$ cat config.mk
export PLATFORM = sky130hd
export DESIGN_NAME = button_conditioner
export DESIGN_NICKNAME = d
export VERILOG_FILES = /design/src/rtl/button_conditioner_pkg.sv /design/src/rtl/button_conditioner_debounce_channel.sv /design/src/rtl/button_conditioner.sv
export SDC_FILE = /design/constraint.sdc
export NUM_CORES = 1
export LEC_CHECK = 0
export CAP_MARGIN = 20
export CORE_UTILIZATION = 42
export CTS_BUF_LIST = sky130_fd_sc_hd__clkbuf_4
export CTS_CLUSTER_DIAMETER = 150
export CTS_CLUSTER_SIZE = 30
export DETAILED_ROUTE_END_ITERATION = 16
export MAX_ROUTING_LAYER = met4
export SLEW_MARGIN = 30
export SYNTH_ARGS = -nofsm -noshare
export SYNTH_HDL_FRONTEND = slang
export SYNTH_SLANG_ARGS = --single-unit
$ cat constraint.sdc
create_clock -name clk -period 3.1 [get_ports clk]
set_input_delay 0.465 -clock clk [delete_from_list [all_inputs] [get_ports clk]]
set_output_delay 0.465 -clock clk [all_outputs]
set_load 0.02 [all_outputs]
$ cat src/rtl/button_conditioner_pkg.sv
// Shared constants for the pushbutton input stage: debounce FSM encodings,
// channel indices and default timing so the game top and the bench agree.
package button_conditioner_pkg;

    typedef enum logic [1:0] {
        RELEASED     = 2'd0,
        PRESS_PEND   = 2'd1,
        HELD         = 2'd2,
        RELEASE_PEND = 2'd3
    } deb_state_e;

    localparam int DEF_TICK_DIV       = 25000;
    localparam int DEF_DEBOUNCE_TICKS = 10;
    localparam int DEF_CNT_W          = 4;

    localparam int CH_PAUSE    = 0;
    localparam int CH_NEW_GAME = 1;
    localparam int CH_UP       = 2;
    localparam int CH_DOWN     = 3;
    localparam int NUM_CH      = 4;

endpackage

$ cat src/rtl/button_conditioner_debounce_channel.sv
// One pushbutton channel: two-flop synchroniser feeding a tick-counted
// debounce FSM that reports the accepted level and a one-cycle press strobe.
module debounce_channel
    import button_conditioner_pkg::*;
#(
    parameter int DEBOUNCE_TICKS = DEF_DEBOUNCE_TICKS,
    parameter int CNT_W          = DEF_CNT_W
) (
    input  logic clk,
    input  logic reset,
    input  logic tick,
    input  logic btn_n,
    output logic level_n,
    output logic press_pulse
);

    localparam logic [CNT_W-1:0] CNT_LAST = CNT_W'(DEBOUNCE_TICKS - 1);

    logic             sync_meta_q;
    logic             sync_n_q;
    deb_state_e       state_q;
    logic [CNT_W-1:0] count_q;
    logic             press_pulse_q;

    always_ff @(posedge clk) begin
        if (reset) begin
            sync_meta_q <= 1'b1;
            sync_n_q    <= 1'b1;
        end else begin
            sync_meta_q <= btn_n;
            sync_n_q    <= sync_meta_q;
        end
    end

    // Only a genuine press (PRESS_PEND -> HELD) strobes; a bounce during
    // release that drops back into HELD must not look like a new press.
    always_ff @(posedge clk) begin
        if (reset) begin
            state_q       <= RELEASED;
            count_q       <= '0;
            press_pulse_q <= 1'b0;
        end else begin
            press_pulse_q <= 1'b0;
            case (state_q)
                RELEASED: begin
                    if (!sync_n_q) begin
                        state_q <= PRESS_PEND;
                        count_q <= '0;
                    end
                end
                PRESS_PEND: begin
                    if (sync_n_q) begin
                        state_q <= RELEASED;
                        count_q <= '0;
                    end else if (tick) begin
                        if (count_q == CNT_LAST) begin
                            state_q       <= HELD;
                            count_q       <= '0;
                            press_pulse_q <= 1'b1;
                        end else begin
                            count_q <= count_q + CNT_W'(1);
                        end
                    end
                end
                HELD: begin
                    if (sync_n_q) begin
                        state_q <= RELEASE_PEND;
                        count_q <= '0;
                    end
                end
                RELEASE_PEND: begin
                    if (!sync_n_q) begin
                        state_q <= HELD;
                        count_q <= '0;
                    end else if (tick) begin
                        if (count_q == CNT_LAST) begin
                            state_q <= RELEASED;
                            count_q <= '0;
                        end else begin
                            count_q <= count_q + CNT_W'(1);
                        end
                    end
                end
                default: begin
                    state_q <= RELEASED;
                    count_q <= '0;
                end
            endcase
        end
    end

    assign level_n     = !((state_q == HELD) || (state_q == RELEASE_PEND));
    assign press_pulse = press_pulse_q;

endmodule

$ cat src/rtl/button_conditioner.sv
// Conditions the four raw game buttons: shared debounce tick, per-button
// debounce channels, registered key levels, new-game strobe and pause toggle.
module button_conditioner
    import button_conditioner_pkg::*;
#(
    parameter int TICK_DIV       = DEF_TICK_DIV,
    parameter int DEBOUNCE_TICKS = DEF_DEBOUNCE_TICKS,
    parameter int CNT_W          = DEF_CNT_W
) (
    input  logic clk,
    input  logic reset,
    input  logic pause_btn_n,
    input  logic new_game_btn_n,
    input  logic up_btn_n,
    input  logic down_btn_n,
    output logic pause_n,
    output logic new_game_n,
    output logic up_key_n,
    output logic down_key_n
);

    localparam int                PRE_W    = (TICK_DIV > 1) ? $clog2(TICK_DIV) : 1;
    localparam logic [PRE_W-1:0]  PRE_LAST = PRE_W'(TICK_DIV - 1);

    logic [PRE_W-1:0]  prescaler_q;
    logic              tick;
    logic [NUM_CH-1:0] btn_n_vec;
    logic [NUM_CH-1:0] level_n_vec;
    logic [NUM_CH-1:0] pulse_vec;
    logic              paused_q;
    logic              paused_d;
    logic              pause_n_q;
    logic              new_game_n_q;
    logic              up_key_n_q;
    logic              down_key_n_q;
    logic              unused_ok;

    always_ff @(posedge clk) begin
        if (reset) begin
            prescaler_q <= '0;
        end else if (tick) begin
            prescaler_q <= '0;
        end else begin
            prescaler_q <= prescaler_q + PRE_W'(1);
        end
    end

    assign tick = (prescaler_q == PRE_LAST);

    assign btn_n_vec[CH_PAUSE]    = pause_btn_n;
    assign btn_n_vec[CH_NEW_GAME] = new_game_btn_n;
    assign btn_n_vec[CH_UP]       = up_btn_n;
    assign btn_n_vec[CH_DOWN]     = down_btn_n;

    for (genvar gi = 0; gi < NUM_CH; gi++) begin : g_ch
        debounce_channel #(
            .DEBOUNCE_TICKS (DEBOUNCE_TICKS),
            .CNT_W          (CNT_W)
        ) u_ch (
            .clk         (clk),
            .reset       (reset),
            .tick        (tick),
            .btn_n       (btn_n_vec[gi]),
            .level_n     (level_n_vec[gi]),
            .press_pulse (pulse_vec[gi])
        );
    end

    // Pause and new-game only care about press strobes, the paddle keys only
    // about levels.
    assign unused_ok = &{1'b0, level_n_vec[CH_PAUSE], level_n_vec[CH_NEW_GAME],
                         pulse_vec[CH_UP], pulse_vec[CH_DOWN]};

    // Starting a new game always leaves the game running, even if pause was
    // pressed on the very same cycle.
    always_comb begin
        paused_d = paused_q;
        if (pulse_vec[CH_NEW_GAME]) begin
            paused_d = 1'b0;
        end else if (pulse_vec[CH_PAUSE]) begin
            paused_d = ~paused_q;
        end
    end

    always_ff @(posedge clk) begin
        if (reset) begin
            paused_q     <= 1'b0;
            pause_n_q    <= 1'b1;
            new_game_n_q <= 1'b1;
            up_key_n_q   <= 1'b1;
            down_key_n_q <= 1'b1;
        end else begin
            paused_q     <= paused_d;
            pause_n_q    <= ~paused_d;
            new_game_n_q <= ~pulse_vec[CH_NEW_GAME];
            up_key_n_q   <= level_n_vec[CH_UP];
            down_key_n_q <= level_n_vec[CH_DOWN];
        end
    end

    assign pause_n    = pause_n_q;
    assign new_game_n = new_game_n_q;
    assign up_key_n   = up_key_n_q;
    assign down_key_n = down_key_n_q;

endmodule
==> results of run 1 <==
[cells in the mapped netlist (all sizes together) (3+ instances only)]
master | number | area, um2
nor3 | 4 | 20.0
inv | 15 | 56.3
o32ai | 4 | 35.0
and2 | 3 | 18.8
dfxtp | 54 | 1080
nand3 | 8 | 40.0
ha | 9 | 113
xnor2 | 10 | 87.6
clkbuf | 5 | 18.8
buf | 5 | 27.5
or2 | 9 | 56.3
nor2 | 22 | 82.6
and3b | 4 | 35.0
or3 | 11 | 68.8
xor2 | 7 | 61.3
nand4 | 6 | 43.8
nand2 | 26 | 97.6
nor4 | 7 | 43.8
or4 | 3 | 22.5
o22ai | 6 | 43.8
o21ai | 9 | 45.0
and3 | 4 | 25.0
a21oi | 12 | 60.1
[power breakdown]
part / switching, W / internal [W] / leakage (nW)
Combinational: 0.0000257 / 0.0000227 / 0.464
Clock: 0.000225 / 0.000172 / 0.0456
Sequential: 0.00000713 / 0.000704 / 0.438
[logic make-up (layout without fill, tap and decap cells)]
logic type	count (synthesis)	in the layout	synth area share, %
flip-flops	54	54	43.9
adder cells (fa/ha/maj)	9	9	4.58
AND/OR/NAND/NOR	118	118	26.7
buffers and inverters	25	34	4.17
AO/OA/AOI/OAI	44	44	12.3
multiplexers	3	3	1.32
XOR/XNOR	18	18	7.02
[through the flow]
stage          power (W)  hold slack [ns]  cell area (um2)
5_1_grt          0.00121            0.434             2690
3_5_place_dp    0.000775            0.372             2610
2_1_floorplan   0.000759            0.362             2460
4_1_cts          0.00118            0.408             2690
3_3_place_gp    0.000775            0.376             2610
6_report         0.00116            0.404             2690
[cell usage in the layout, fill, tap and decap left out, types with 3 or more instances in the layout]
master / Yosys / layout
a21oi_1: 12 / 12
ha_1: 9 / 9
xor2_1: 7 / 7
nor4_1: 7 / 7
dfxtp_1: 54 / 54
nor3_1: 4 / 4
clkdlybuf4s50_1: 0 / 9
o32ai_1: 4 / 4
xnor2_1: 10 / 10
nand3_1: 8 / 8
and3b_1: 4 / 4
nand2_1: 26 / 26
clkbuf_4: 0 / 5
and3_1: 4 / 4
or4_1: 3 / 3
inv_1: 15 / 15
or2_2: 9 / 9
nand4_1: 5 / 5
o22ai_1: 5 / 5
and2_1: 3 / 3
or3_1: 11 / 11
nor2_1: 22 / 22
o21ai_0: 8 / 8
[per-layer routing]
layer | vias to the layer above | GRT usage [%] | routed length (um)
met3 | 6 | 3.49 | 118
met2 | 31 | 26.4 | 2080
met5 | - | - | 0
met4 | 0 | 4.44 | 46
li1 | 981 | - | -
met1 | 853 | 19.2 | 2130
[final cells by class]
cell class              count  area (um2)  area share [%]
multi-input cells         192        1280            47.5
well taps                  72        90.1            3.35
clock inverters             3        43.8            1.63
repair buffers             11         105            3.91
clock buffers               5        37.5            1.39
flip-flops and latches     54        1080            40.2
inverters                  15        56.3            2.09
[registers in the layout, summed over array words and instances, names as in the netlist, named ones only]
register and count:
pause_n 1, up_key_n 1, g_ch.u_ch.state_q 4, g_ch.u_ch.sync_meta_q 4, new_game_n 1, down_key_n 1
prescaler_q 15, g_ch.u_ch.press_pulse 2, g_ch.u_ch.sync_n_q 4, g_ch.u_ch.count_q 16, paused_q 1
[worst reg2reg max path: cells and delay by family (launching register included)]
kind | cells | cell delay, ns
simple gates | 2 | 0.71
compound gates | 1 | 0.53
flops | 1 | 0.41
mux | 1 | 0.26
fa+ha+maj | 1 | 0.23
[worst paths after layout]
path / depth (start not counted) / startpoint / slack, ns / endpoint
hold reg to reg: 1 / g_ch[1].u_ch.press_pulse$_SDFF_PP0_ / 0.40 / new_game_n$_SDFF_PP1_
hold / removal: 1 / g_ch[1].u_ch.press_pulse$_SDFF_PP0_ / 0.40 / new_game_n$_SDFF_PP1_
setup / recovery: 5 / prescaler_q[0]$_SDFF_PP0_ / 0.86 / g_ch[1].u_ch.count_q[2]$_SDFFE_PP0P_
setup reg to reg: 5 / prescaler_q[0]$_SDFF_PP0_ / 0.86 / g_ch[1].u_ch.count_q[2]$_SDFFE_PP0P_
==> flow_summary.yaml, run 1 <==
detailed_routing:
  via_per_inst: 5.32
  drtPass1Iterations: 4
  ant_nets: 0
  drt-wirelength-per-cell_um: 12.4
  drt_iter0_drc: 92
  finalWirelength_um: 4370
  vias: 1871
  drc: 0
sta:
  report.final.slew_viol_count: 0
  worstMarginPinSlew_ns: 0.594
  setup_viol: 0
  max_freq_mhz: 447
  tns_ns: 0
  setup_ws_ns: 0.862
  relSlewSlack_pct: 60.3
  period_needed_ns: 2.24
  rsz0062_at_grt: "false"
  hold_viol_final: 0
  period_share_pct: 72.2
  fin_skew_ns: 0.0150
logic_synthesis:
  synthCells: 271
  ys.flop_type: "dfxtp_1"
  ys_async_sr_fraction_pct: 0
  synth_nets: 286
  synth-edff-count: 0
  ys_ff_latch: 54
  syn_avg_cell_area_um2: 9.08
  yosysSeqAreaShare_pct: 43.9
  yosysUniqueCellTypes: 50
  netlist_area_um2: 2460
  yosys_warnings: 0
clock_network:
  h-tree-depth: 2
  clock-root-buffer: "clkbuf_4"
  cts.path.max_buffers: 2
  tritoncts: "yes"
  cts_setup_buffers: 0
  post_cts_resized: 0
  cts.clk_slew.worst_paths_ns: 0.16
  cts_buffers: 5
  insertion_delay_ns: 0.37
  hold_buffers: 0
  numClockSinks: 54
worst_setup_path:
  worstPathArrival_ns: 2.52
  worstSetupEndpointType: "flop"
  slowest_stage: "o311a_1"
  cp_max_fo: 26
  worst-setup-path-type: "reg -> reg"
  start_kind: "flop"
  crit_family: "simple AND/OR/NAND/NOR gates"
  cp_num_buf_inv: 0
  crit_chain: "ha_1 -> and4b_1 -> nand4_2 -> o311a_1 -> mux2_2"
  worstPathRequired_ns: 3.38
  slowest_delay_ns: 0.53
cells_and_area:
  drive_gt1_share_pct: 9.29
  final_util_pct: 48.3
  fin_cells: 352
  nets: 294
  diodes: 0
  nFillCells: 546
  area_growth_pct: 9.35
placed_design:
  place_inst: 344
  hpwl_um: 2990
  port_buffers: 9
  dp_slack_ns: 0.893
  gp_congestion: 0.764
floorplan:
  dieArea_um2: 6170
  ios: 10
  initial_utilization_pct: 44.2
  rows: 27
  die_x_um: 78.6
  core_um2: 5570
  die_h_um: 78.6
global_routing:
  antenna_found_initial: 0
  grt_pass1_wl_um: 7610
  grt_max_degree: 27
  grt_pass1_vias: 1752
  gr-total-overflow: 0
  grt_use_total_pct: 15.9
worst_hold_path:
  hp-class: "reg -> reg"
pwr:
  powerDensity_nw_per_um2: 430
  max-vdd-ir-drop_v: 0.000256
  leakage_nw: 0.947
run:
  max_cap_viol_count: 0
run_status:
  status: "finished clean"
No activity file was read; power rests on OpenSTA's default activity.
==> run 2: changes to the inputs <==
- clock period: 3.1 -> 2.2 ns (I/O delays scaled with it)
==> flow_summary.yaml, run 2 (same netlist as run 1, synthesis figures left out) <==
sta:
  hold_viol_final: 0
  relSlewSlack_pct: 68.0
  max_freq_mhz: 515
  setup_ws_ns: 0.259
  report.final.slew_viol_count: 0
  worstMarginPinSlew_ns: 0.479
  setup_viol: 0
  period_share_pct: 88.2
  fin_skew_ns: 0.00676
  holdWs_ns: 0.406
  period_needed_ns: 1.94
  tns_ns: 0
  rsz0062_at_grt: "false"
floorplan:
  initial_utilization_pct: 44.2
  rows: 27
  die_h_um: 78.6
  core_um2: 5570
  ios: 10
  dieArea_um2: 6170
  die_x_um: 78.6
run_status:
  status: "finished clean"
clock_network:
  insertion_delay_ns: 0.36
  numClockSinks: 54
  tritoncts: "yes"
  cts.path.max_buffers: 2
  hold_buffers: 0
  clock-root-buffer: "clkbuf_4"
  cts_buffers: 5
  post_cts_resized: 0
  h-tree-depth: 2
  cts_setup_buffers: 0
  cts.clk_slew.worst_paths_ns: 0.14
placed_design:
  dp_slack_ns: 0.266
  hpwl_um: 3170
  place_inst: 350
  port_buffers: 9
  gp_congestion: 0.804
  place_area_um2: 2660
worst_setup_path:
  crit_chain: "ha_1 -> and4b_1 -> nand4_2 -> buf_4 -> or3_1 -> a21oi_1"
  worstPathRequired_ns: 2.50
  start_kind: "flop"
  worstRegToRegCells: 6
  cp_num_buf_inv: 1
  crit_family: "simple AND/OR/NAND/NOR gates"
  reg2reg_slack_ns: 0.26
  worstSetupEndpointType: "flop"
  worstPathArrival_ns: 2.24
  worst-setup-path-type: "reg -> reg"
  slowest_stage: "dfxtp_1"
  slowest_delay_ns: 0.39
  r2r-start: "prescaler_q[0]$_SDFF_PP0_"
  cp_max_fo: 13
cells_and_area:
  nets: 300
  drive_gt1_share_pct: 10.8
  fin_cells: 358
  top_register: "g_ch.u_ch.count_q"
  reg.largest.list: "g_ch.u_ch.count_q (16), prescaler_q (15)"
  area_growth_pct: 10.1
  largest_register_ffs: 16
  layout_commonest_cell: "dfxtp_1"
  final_area_um2: 2710
  diodes: 0
  final_cell_mix: "54 x dfxtp_1, 26 x nand2_1, 22 x nor2_1"
detailed_routing:
  drt_iter0_drc: 77
  drt-wirelength-per-cell_um: 12.1
  drtPass1Iterations: 4
  ant_nets: 0
  via_per_inst: 5.34
  vias: 1912
  finalWirelength_um: 4350
  drc: 0
global_routing:
  grt_pass1_vias: 1765
  antenna_found_initial: 0
  grt_use_total_pct: 16.1
  gr-total-overflow: 0
  grt_max_degree: 21
  grt_pass1_wl_um: 7740
pwr:
  powerDensity_nw_per_um2: 551
  max-vdd-ir-drop_v: 0.000353
  leakage_nw: 0.964
worst_hold_path:
  hold_end: "new_game_n$_SDFF_PP1_"
  hold_path_depth: 1
  hp-class: "reg -> reg"
  min_from: "g_ch[1].u_ch.press_pulse$_SDFF_PP0_"
run:
  max_cap_viol_count: 0
-- run 2: cell count changes in the layout (fill, tap and decap cells not counted) --
cell,delta
inv_6,-1
buf_4,+6
clkinv_1,+1
clkbuf_4,+1
bufinv_16,-1
-- run 2: cell type report --
cell class	instances	area, um2
fillers	567	2870
multi-input cells	192	1280
flip-flops and latches	54	1080
repair buffers	17	150
well taps	72	90.1
inverters	15	56.3
clock buffers	6	45.0
clock inverters	2	8.76
-- run 2: worst max path at each step --
| stage | from | end | slack, ns | depth (start not counted) |
|---|---|---|---|---|
| 2_1_floorplan | prescaler_q[0]$_SDFF_PP0_ | g_ch[3].u_ch.count_q[1]$_SDFFE_PP0P_ | 0.48 | 6 |
| 3_3_place_gp | prescaler_q[0]$_SDFF_PP0_ | flop | 0.30 | 6 |
| 3_5_place_dp | prescaler_q[0]$_SDFF_PP0_ | flop | 0.27 | 6 |
| 4_1_cts | prescaler_q[0]$_SDFF_PP0_ | flop | 0.25 | 6 |
| 5_1_grt | prescaler_q[0]$_SDFF_PP0_ | flop | 0.12 | 6 |
| 6_report | prescaler_q[0]$_SDFF_PP0_ | flop | 0.26 | 6 |
-- run 2: through the flow --
stage               total power, W  util (%)
finish                     0.00149      48.6
global route               0.00157      48.6
CTS                        0.00152      48.6
detailed placement         0.00109      47.6
global placement           0.00109      47.6
floorplan                  0.00107         -
-- run 2: worst reg2reg max path: stages (launching register included) --
cell	delay, ns
dfxtp_1	0.39
ha_1	0.23
and4b_1	0.22
nand4_2	0.29
buf_4	0.27
or3_1	0.34
a21oi_1	0.14
-- run 2: metal layers --
metal,wire length (um),GRT usage (%),vias to the layer above
met4,61,5.74,0
met1,2150,18.7,901
met2,2040,27.3,18
met5,0,-,-
li1,-,-,989
met3,93,3.49,4
-- run 2: power by group --
part | switching, W | total [W] | internal [W]
Combinational | 0.0000369 | 0.0000711 | 0.0000342
Clock | 0.000287 | 0.000421 | 0.000133
Sequential | 0.00000978 | 0.00100 | 0.000992
==> run 3: changes to the inputs <==
- CORE_UTILIZATION: 42 -> 62
- PLACE_DENSITY: not set -> 0.81
==> flow_summary.yaml, run 3 (same netlist as run 1, synthesis figures left out) <==
run_status:
  status: "finished clean"
global_routing:
  grt_pass1_wl_um: 7720
  gr-total-overflow: 0
  antenna_found_initial: 0
  grt_pass1_vias: 1828
  grt_use_total_pct: 24.3
  grt_max_degree: 17
floorplan:
  die_x_um: 65.0
  die_h_um: 65.0
  initial_utilization_pct: 65.7
  ios: 10
  dieArea_um2: 4230
  rows: 22
  core_um2: 3740
sta:
  report.final.slew_viol_count: 0
  setup_viol: 0
  max_freq_mhz: 501
  period_needed_ns: 2.00
  worstMarginPinSlew_ns: 0.489
  setup_ws_ns: 0.205
  rsz0062_at_grt: "false"
  period_share_pct: 90.7
  relSlewSlack_pct: 67.3
  tns_ns: 0
  hold_viol_final: 0
  fin_skew_ns: 0.00579
run:
  max_cap_viol_count: 0
cells_and_area:
  reg.largest.list: "g_ch.u_ch.count_q (16), prescaler_q (15)"
  top_register: "g_ch.u_ch.count_q"
  drive_gt1_share_pct: 11.1
  layout_commonest_cell: "dfxtp_1"
  largest_register_ffs: 16
  nets: 301
  final_cell_mix: "54 x dfxtp_1, 26 x nand2_1, 22 x nor2_1"
  area_growth_pct: 9.15
  diodes: 0
detailed_routing:
  ant_nets: 0
  drt_iter0_drc: 84
  drt-wirelength-per-cell_um: 13.2
  via_per_inst: 5.76
  vias: 1928
  drc: 0
  drtPass1Iterations: 4
  finalWirelength_um: 4440
worst_setup_path:
  worstPathArrival_ns: 2.30
  worstSetupEndpointType: "flop"
  cp_max_fo: 11
  worst-setup-path-type: "reg -> reg"
  worstPathRequired_ns: 2.50
  start_kind: "flop"
clock_network:
  cts.clk_slew.worst_paths_ns: 0.14
  insertion_delay_ns: 0.36
  cts.path.max_buffers: 2
  h-tree-depth: 2
  clock-root-buffer: "clkbuf_4"
  hold_buffers: 0
  post_cts_resized: 0
  cts_buffers: 5
  numClockSinks: 54
  cts_setup_buffers: 0
  tritoncts: "yes"
worst_hold_path:
  hp-class: "reg -> reg"
pwr:
  max-vdd-ir-drop_v: 0.000514
  leakage_nw: 0.969
  powerDensity_nw_per_um2: 555
placed_design:
  hpwl_um: 3260
  port_buffers: 9
  gp_congestion: 0.877
  dp_slack_ns: 0.242
run 3: routing by layer:
| layer | vias up | wire (um) | GRT usage, % |
|---|---|---|---|
| li1 | 989 | - | - |
| met1 | 899 | 2060 | 28.3 |
| met2 | 35 | 2160 | 40.9 |
| met3 | 5 | 162 | 5.63 |
| met4 | 0 | 53 | 8.06 |
| met5 | - | 0 | - |
run 3: path summary, 6_finish.rpt:
kind / depth (start not counted) / start / slack [ns] / endpoint
setup reg to reg: 6 / prescaler_q[0]$_SDFF_PP0_ / 0.20 / g_ch[0].u_ch.count_q[2]$_SDFFE_PP0P_
setup / recovery: 6 / prescaler_q[0]$_SDFF_PP0_ / 0.20 / g_ch[0].u_ch.count_q[2]$_SDFFE_PP0P_
hold reg to reg: 1 / g_ch[1].u_ch.press_pulse$_SDFF_PP0_ / 0.42 / new_game_n$_SDFF_PP1_
hold / removal: 1 / g_ch[1].u_ch.press_pulse$_SDFF_PP0_ / 0.42 / new_game_n$_SDFF_PP1_
run 3: final cells by class:
| type | count | area, um2 |
|---|---|---|
| Clock buffer | 6 | 45.0 |
| Clock inverter | 2 | 8.76 |
| Fill cell | 293 | 1060 |
| Inverter | 15 | 56.3 |
| Multi-Input combinational cell | 192 | 1280 |
| Sequential cell | 54 | 1080 |
| Tap cell | 48 | 60.1 |
| Timing Repair Buffer | 18 | 158 |
run 3: where the power goes:
part / internal [W] / total (W) / switching [W]
clock network: 0.000133 / 0.000417 / 0.000284
logic: 0.0000342 / 0.0000718 / 0.0000376
registers: 0.000991 / 0.00100 / 0.00000959
total: 0.00116 / 0.00149 / 0.000331
run 3: through the flow:
step                std cells  hold slack, ns  util [%]  cell area, um2  total power, W
global placement          327           0.385      70.3            2630         0.00109
CTS                       335           0.416      71.8            2690         0.00151
global route              335           0.426      71.8            2690         0.00156
floorplan                 271           0.362         -            2460         0.00107
finish                    335           0.415      71.8            2690         0.00149
detailed placement        327           0.388      70.3            2630         0.00109
run 3: critical path: stages (launching register included):
cell     delay [ns]
dfxtp_1        0.41
ha_1           0.22
and4b_1        0.22
nand4_2        0.26
buf_4          0.27
or4_1          0.49
o21ai_0        0.08
